[config.mk]
export PLATFORM = sky130hd
export DESIGN_NAME = seg_scan_decoder
export DESIGN_NICKNAME = d
export VERILOG_FILES = /design/src/rtl/seg_scan_decoder.sv
export SDC_FILE = /design/constraint.sdc
export NUM_CORES = 1
export LEC_CHECK = 0
export BUFFER_PORTS_ARGS = -buffer_cell sky130_fd_sc_hd__buf_4
export CAP_MARGIN = 0
export CORE_AREA = 2 2 123 125
export CTS_BUF_LIST = sky130_fd_sc_hd__clkbuf_16
export DETAILED_ROUTE_END_ITERATION = 7
export DIE_AREA = 0 0 125 127
export GPL_ROUTABILITY_DRIVEN = 0
export PLACE_DENSITY_LB_ADDON = 0.1
export SETUP_SLACK_MARGIN = 0.02
export SKIP_CTS_REPAIR_TIMING = 1
export SLEW_MARGIN = 20
export SYNTH_ARGS = -nofsm -noshare
export SYNTH_HDL_FRONTEND = slang
export SYNTH_SLANG_ARGS = --single-unit
[constraint.sdc]
create_clock -name clk -period 4.4 [get_ports clk]
set_input_delay 0.66 -clock clk [delete_from_list [all_inputs] [get_ports clk]]
set_output_delay 0.66 -clock clk [all_outputs]
set_load 0.05 [all_outputs]
[src/rtl/seg_scan_decoder.sv]
// -----------------------------------------------------------------------------
// seg_scan_decoder
//
// Recovers the four digits shown on a multiplexed, active-low 7-segment
// display by watching its anode and cathode buses. Each anode dwell is
// sampled once the bus has been stable long enough. A complete, in-order
// 0-1-2-3 scan is then published as one frame.
//
// Ports:
//   clk          system clock; all inputs are synchronous to it
//   reset        asynchronous reset, active low
//   an[3:0]      anode bus, active-low one-hot (1110 = digit 0 ... 0111 = digit 3)
//   seg[7:0]     cathode bus, active low; seg[7] = decimal point, seg[6:0] = g..a
//   d0..d3[4:0]  recovered digit codes (31 = undecodable pattern)
//   dp[3:0]      recovered decimal points, active high, bit n = digit n
//   frame_valid  one-cycle pulse when d0..d3/dp take a new frame
//   seq_err      one-cycle pulse when the anode order is broken
//   dec_err      sticky; set by any undecodable sample, cleared by a clean frame
//   stale        high while the anodes have not changed for TIMEOUT cycles
//   dbg_state    current scan state (SYNC/DWELL/WAIT_CHG) for observation
//
// Handshake: frame_valid is a strobe with no back-pressure. d0..d3, dp and
// dec_err are valid in the cycle frame_valid is high. They then hold until
// the next frame_valid or until reset.
// -----------------------------------------------------------------------------
module seg_scan_decoder #(
  parameter int unsigned SETTLE  = 2,
  parameter logic [19:0] TIMEOUT = 20'd500_000
) (
  input  logic       clk,
  input  logic       reset,
  input  logic [3:0] an,
  input  logic [7:0] seg,
  output logic [4:0] d0,
  output logic [4:0] d1,
  output logic [4:0] d2,
  output logic [4:0] d3,
  output logic [3:0] dp,
  output logic       frame_valid,
  output logic       seq_err,
  output logic       dec_err,
  output logic       stale,
  output logic [1:0] dbg_state
);

  typedef enum logic [1:0] {
    S_SYNC     = 2'd0,
    S_DWELL    = 2'd1,
    S_WAIT_CHG = 2'd2
  } state_t;

  localparam logic [3:0] STAB_MAX = 4'(SETTLE);
  localparam logic [4:0] CODE_BLANK = 5'd23;
  localparam logic [4:0] CODE_BAD   = 5'd31;

  function automatic logic [4:0] decode7(input logic [6:0] p);
    case (p)
      7'h40: decode7 = 5'd0;
      7'h79: decode7 = 5'd1;
      7'h24: decode7 = 5'd2;
      7'h30: decode7 = 5'd3;
      7'h19: decode7 = 5'd4;
      7'h12: decode7 = 5'd5;
      7'h02: decode7 = 5'd6;
      7'h78: decode7 = 5'd7;
      7'h00: decode7 = 5'd8;
      7'h10: decode7 = 5'd9;
      7'h08: decode7 = 5'd10;  // 'A'; the same pattern never maps to 26
      7'h03: decode7 = 5'd11;
      7'h46: decode7 = 5'd12;
      7'h21: decode7 = 5'd13;
      7'h06: decode7 = 5'd14;
      7'h0E: decode7 = 5'd15;
      7'h7E: decode7 = 5'd16;  // single segment a
      7'h7D: decode7 = 5'd17;
      7'h7B: decode7 = 5'd18;
      7'h77: decode7 = 5'd19;
      7'h6F: decode7 = 5'd20;
      7'h5F: decode7 = 5'd21;
      7'h3F: decode7 = 5'd22;  // single segment g
      7'h7F: decode7 = 5'd23;  // blank
      7'h09: decode7 = 5'd24;  // H
      7'h47: decode7 = 5'd25;  // L
      7'h4F: decode7 = 5'd27;  // l
      7'h2F: decode7 = 5'd28;  // r
      default: decode7 = CODE_BAD;
    endcase
  endfunction

  // Active-low anode pattern that digit i drives.
  function automatic logic [3:0] anode_for(input logic [1:0] i);
    anode_for = ~(4'b0001 << i);
  endfunction

  logic [3:0]  an_q;
  logic [7:0]  seg_q;
  logic [11:0] prev_q;
  logic [3:0]  stab_q, stab_d;
  logic [19:0] to_q, to_d;
  state_t      state_q, state_d;
  logic [1:0]  idx_q, idx_d;
  logic [4:0]  shadow_q [4];
  logic [4:0]  shadow_d [4];
  logic [3:0]  shdp_q, shdp_d;
  logic        frame_err_q, frame_err_d;
  logic        dec_err_q, dec_err_d;
  logic        seq_err_q, seq_err_d;
  logic        frame_valid_q;
  logic [4:0]  d0_q, d1_q, d2_q, d3_q;
  logic [3:0]  dp_q;

  logic        an_chg, settled, sample, commit, bad;
  logic [1:0]  samp_idx, idx_nx;
  logic [4:0]  code;

  always_comb begin
    // The stability count reaches SETTLE once {an_q,seg_q} has matched
    // its previous-cycle value SETTLE times in a row.
    stab_d   = 4'd0;
    if ({an_q, seg_q} == prev_q) begin
      stab_d = (stab_q == STAB_MAX) ? stab_q : stab_q + 4'd1;
    end
    an_chg   = (an_q != prev_q[11:8]);
    to_d     = an_chg ? 20'd0 : ((to_q == TIMEOUT) ? to_q : to_q + 20'd1);
    settled  = (stab_d == STAB_MAX);
    code     = decode7(seg_q[6:0]);
    bad      = (code == CODE_BAD);
    idx_nx   = idx_q + 2'd1;

    state_d   = state_q;
    idx_d     = idx_q;
    sample    = 1'b0;
    seq_err_d = 1'b0;
    case (state_q)
      S_SYNC: begin
        // Bus activity is not an error while hunting for digit 0.
        if (an_q == 4'b1110 && settled) begin
          sample  = 1'b1;
          idx_d   = 2'd0;
          state_d = S_WAIT_CHG;
        end
      end
      S_DWELL: begin
        // Any anode move before the sample aborts the frame.
        // This takes priority over sampling.
        if (an_chg || an_q != anode_for(idx_q)) begin
          seq_err_d = 1'b1;
          state_d   = S_SYNC;
        end else if (settled) begin
          sample  = 1'b1;
          state_d = S_WAIT_CHG;
        end
      end
      S_WAIT_CHG: begin
        // Segment-only changes after the sample are ignored.
        if (an_chg) begin
          if (an_q == anode_for(idx_nx)) begin
            idx_d   = idx_nx;
            state_d = S_DWELL;
          end else begin
            seq_err_d = 1'b1;
            state_d   = S_SYNC;
          end
        end
      end
      default: state_d = S_SYNC;
    endcase

    samp_idx = (state_q == S_SYNC) ? 2'd0 : idx_q;
    commit   = sample && (samp_idx == 2'd3);

    shadow_d    = shadow_q;
    shdp_d      = shdp_q;
    frame_err_d = frame_err_q;
    if (sample) begin
      shadow_d[samp_idx] = code;
      shdp_d[samp_idx]   = ~seg_q[7];
      frame_err_d        = (samp_idx == 2'd0) ? bad : (frame_err_q | bad);
    end

    dec_err_d = dec_err_q;
    if (sample && bad) begin
      dec_err_d = 1'b1;
    end else if (commit && !frame_err_q) begin
      dec_err_d = 1'b0;
    end
  end

  always_ff @(posedge clk or negedge reset) begin
    if (!reset) begin
      an_q          <= 4'hF;
      seg_q         <= 8'hFF;
      prev_q        <= 12'hFFF;
      stab_q        <= 4'd0;
      to_q          <= 20'd0;
      state_q       <= S_SYNC;
      idx_q         <= 2'd0;
      for (int i = 0; i < 4; i++) shadow_q[i] <= CODE_BLANK;
      shdp_q        <= 4'b0000;
      frame_err_q   <= 1'b0;
      dec_err_q     <= 1'b0;
      seq_err_q     <= 1'b0;
      frame_valid_q <= 1'b0;
      d0_q          <= CODE_BLANK;
      d1_q          <= CODE_BLANK;
      d2_q          <= CODE_BLANK;
      d3_q          <= CODE_BLANK;
      dp_q          <= 4'b0000;
    end else begin
      an_q          <= an;
      seg_q         <= seg;
      prev_q        <= {an_q, seg_q};
      stab_q        <= stab_d;
      to_q          <= to_d;
      state_q       <= state_d;
      idx_q         <= idx_d;
      shadow_q      <= shadow_d;
      shdp_q        <= shdp_d;
      frame_err_q   <= frame_err_d;
      dec_err_q     <= dec_err_d;
      seq_err_q     <= seq_err_d;
      frame_valid_q <= commit;
      // Publish from the next-shadow values so digit 3 lands in the same
      // cycle as the other three.
      if (commit) begin
        d0_q <= shadow_d[0];
        d1_q <= shadow_d[1];
        d2_q <= shadow_d[2];
        d3_q <= shadow_d[3];
        dp_q <= shdp_d;
      end
    end
  end

  assign d0          = d0_q;
  assign d1          = d1_q;
  assign d2          = d2_q;
  assign d3          = d3_q;
  assign dp          = dp_q;
  assign frame_valid = frame_valid_q;
  assign seq_err     = seq_err_q;
  assign dec_err     = dec_err_q;
  assign stale       = (to_q == TIMEOUT);
  assign dbg_state   = state_q;

endmodule

==> impl_metrics.ini <==
[logic_synthesis]
synth_enable_flop_cells = 0
ys_seq_area_frac = 0.504
synth_ff_type = dfstp_2
synth_common_cells = dfstp_2, dfrtp_1, nor2_1
ys_ff_latch = 98
synth_top_area_share = 0.274
synth.most_common_cell = dfstp_2
synthTopCellsByArea = dfstp_2, dfrtp_1, mux2_2
ys_types = 60
syn-instance-count = 458
ys.warnings.count = 0
syn-cell-area_mm2 = 0.00499
yosysTopAreaCell = dfstp_2
syn_nets = 491
avgSynthCellArea_um2 = 10.9
synthArstFlopShare = 1.00

[worst_hold_path]
hold_path.class = flip-flop to flip-flop

[sta]
finalWorstSetupSlack_ns = 1.21
hold_ws_ns = 0.409
worst_pin_slew_ns = 0.953
rsz0062_at_grt = false
fin_crit_sh = 0.726
slew_headroom = 0.359
tns_ns = 0
finalHoldViolations = 0
slew_viol_final = 0
fmax_mhz = 313
skew_ns = 0.0112
finalCriticalPeriod_ns = 3.19
finalSetupViolations = 0

[grt]
overflow = 0
use_met1 = 0.203
grt_start_max_net_pins = 75
antenna_found_initial = 0
grt_pass1_vias = 3406
grt_usage = 0.141
grt.met3_usage = 0.0356
grt_pass1_wl_um = 17900
met2_usage = 0.208
grt_busiest_layer = met2

[power_and_ir_drop]
powerDensity_mw_per_mm2 = 326
leakage_uw = 0.00242
vdd_drop_max_mv = 0.172

[detailed_routing]
dr.pass1.iters = 4
routedWlPerCell_um = 15.6
routed_via_density = 5.02
routed_wl_um = 10600
drc = 0
antenna_left = 0
drtIter0Drc = 229
dr_total_vias = 3421

[clock_network]
clk_latency_ns = 0.35
htreeDepth = 3
clockBufferDepth = 2
clkSinkCount = 98
clockRootBuffer = clkbuf_16
cts_buffers = 9
cts_tree = built
cts.reportedPaths.clkPinSlew_ns = 0.07

[die]
die_w_um = 125
rows = 44
initial_core_util = 0.346
dieHeight_um = 127
core-area_mm2 = 0.0144
boundaryPins = 44
die_area_mm2 = 0.0159

[cells_and_area]
drive_gt1_frac = 0.296
fillers = 1459
utilization = 0.402
nets = 525
syn_to_final_growth_pct = 16.0
fin_cells = 681
antenna_cells = 0

[setup_path]
endpoint_kind = flip-flop
cp.arrival_ns = 3.43
cp_data_required_time_ns = 4.64
cp-start-kind = flip-flop
crit_fanout = 30
crit_type = flip-flop to flip-flop

[placed_design]
post-dp-hpwl_um = 7090
io_buffers = 43
place_ws_ns = 1.20
post-place-cells = 665

[status]
status = finished, final reports clean

[run]
cap_violations = 0
==> cell usage in the layout (no fill, tap or decap), drive strengths merged, types with 17 or more instances in the layout <==
cell type,netlist,layout
nor2,42,42
a21oi,17,17
buf,14,46
inv,25,30
dfrtp,46,46
xnor2,23,23
nand2,21,21
mux2,27,27
xor2,20,20
ha,19,19
dfstp,52,52
==> layer usage <==
layer,share of wire,vias to the layer above
met5,0,-
met4,0.012,0
met3,0.032,9
met2,0.45,56
met1,0.51,1687
li1,-,1669
==> layout make-up <==
class                   instances  area, um2  area share
multi-input cells             312       2290       0.395
flip-flops and latches         98       2520       0.435
clock buffers                   9        225      0.0389
repair buffers                 46        345      0.0596
well taps                     184        230      0.0397
clock inverters                 7       92.6      0.0160
inverters                      25       93.8      0.0162
==> state kept, by name, summed over array words and instances, names as in the netlist, 3 cells and up <==
register,flops
an_q,4
d0,5
d1,5
d2,5
d3,5
dp,4
prev_q,12
seg_q,8
shadow_q,15
shdp_q,3
stab_q,4
to_q,20
==> through the flow <==
step                      total power (uW)  cell area, um2
after floorplan                       1020            4990
after global placement                1060            5480
after detailed placement              1060            5480
after CTS                             1920            5790
after global routing                  1970            5790
final                                 1890            5790
==> where the power goes <==
part	switching (uW)	internal [uW]
combinational	57.6	40.6
clock	380	458
sequential	26.5	923
==> kinds of logic (layout without fill, tap and decap cells) <==
group                      Yosys count  in the layout  synth area share
xor gates and xnor gates            43             43            0.0754
adders and majority gates           19             19            0.0476
DFF                                 98             98             0.504
muxes                               36             36            0.0789
AOI/OAI and AO/OA                   72             72             0.100
and+or+nand+nor                    142            142             0.155
buffers and inverters               48             87            0.0388
==> critical path, cell delays in order, from the launching register on <==
cell	delay [ns]
dfstp_2	0.86
xnor2_1	0.18
nand4_1	0.13
or3_1	0.57
nor3_1	0.42
and3_1	0.53
mux2_2	0.39
==> worst paths after layout <==
kind	from	end	slack, ns	cells past startpoint
min in group asynchronous	reset	frame_valid$_DFF_PN0_	0.43	1
min reg2reg	an_q[3]$_DFF_PN1_	prev_q[11]$_DFF_PN1_	0.41	0
max in group asynchronous	reset	prev_q[6]$_DFF_PN1_	3.00	2
min	an_q[3]$_DFF_PN1_	prev_q[11]$_DFF_PN1_	0.41	0
max reg2reg	seg_q[3]$_DFF_PN1_	dp[0]$_DFFE_PN0P_	1.21	6
max	seg_q[3]$_DFF_PN1_	dp[0]$_DFFE_PN0P_	1.21	6
No activity file was read; power rests on OpenSTA's default activity.
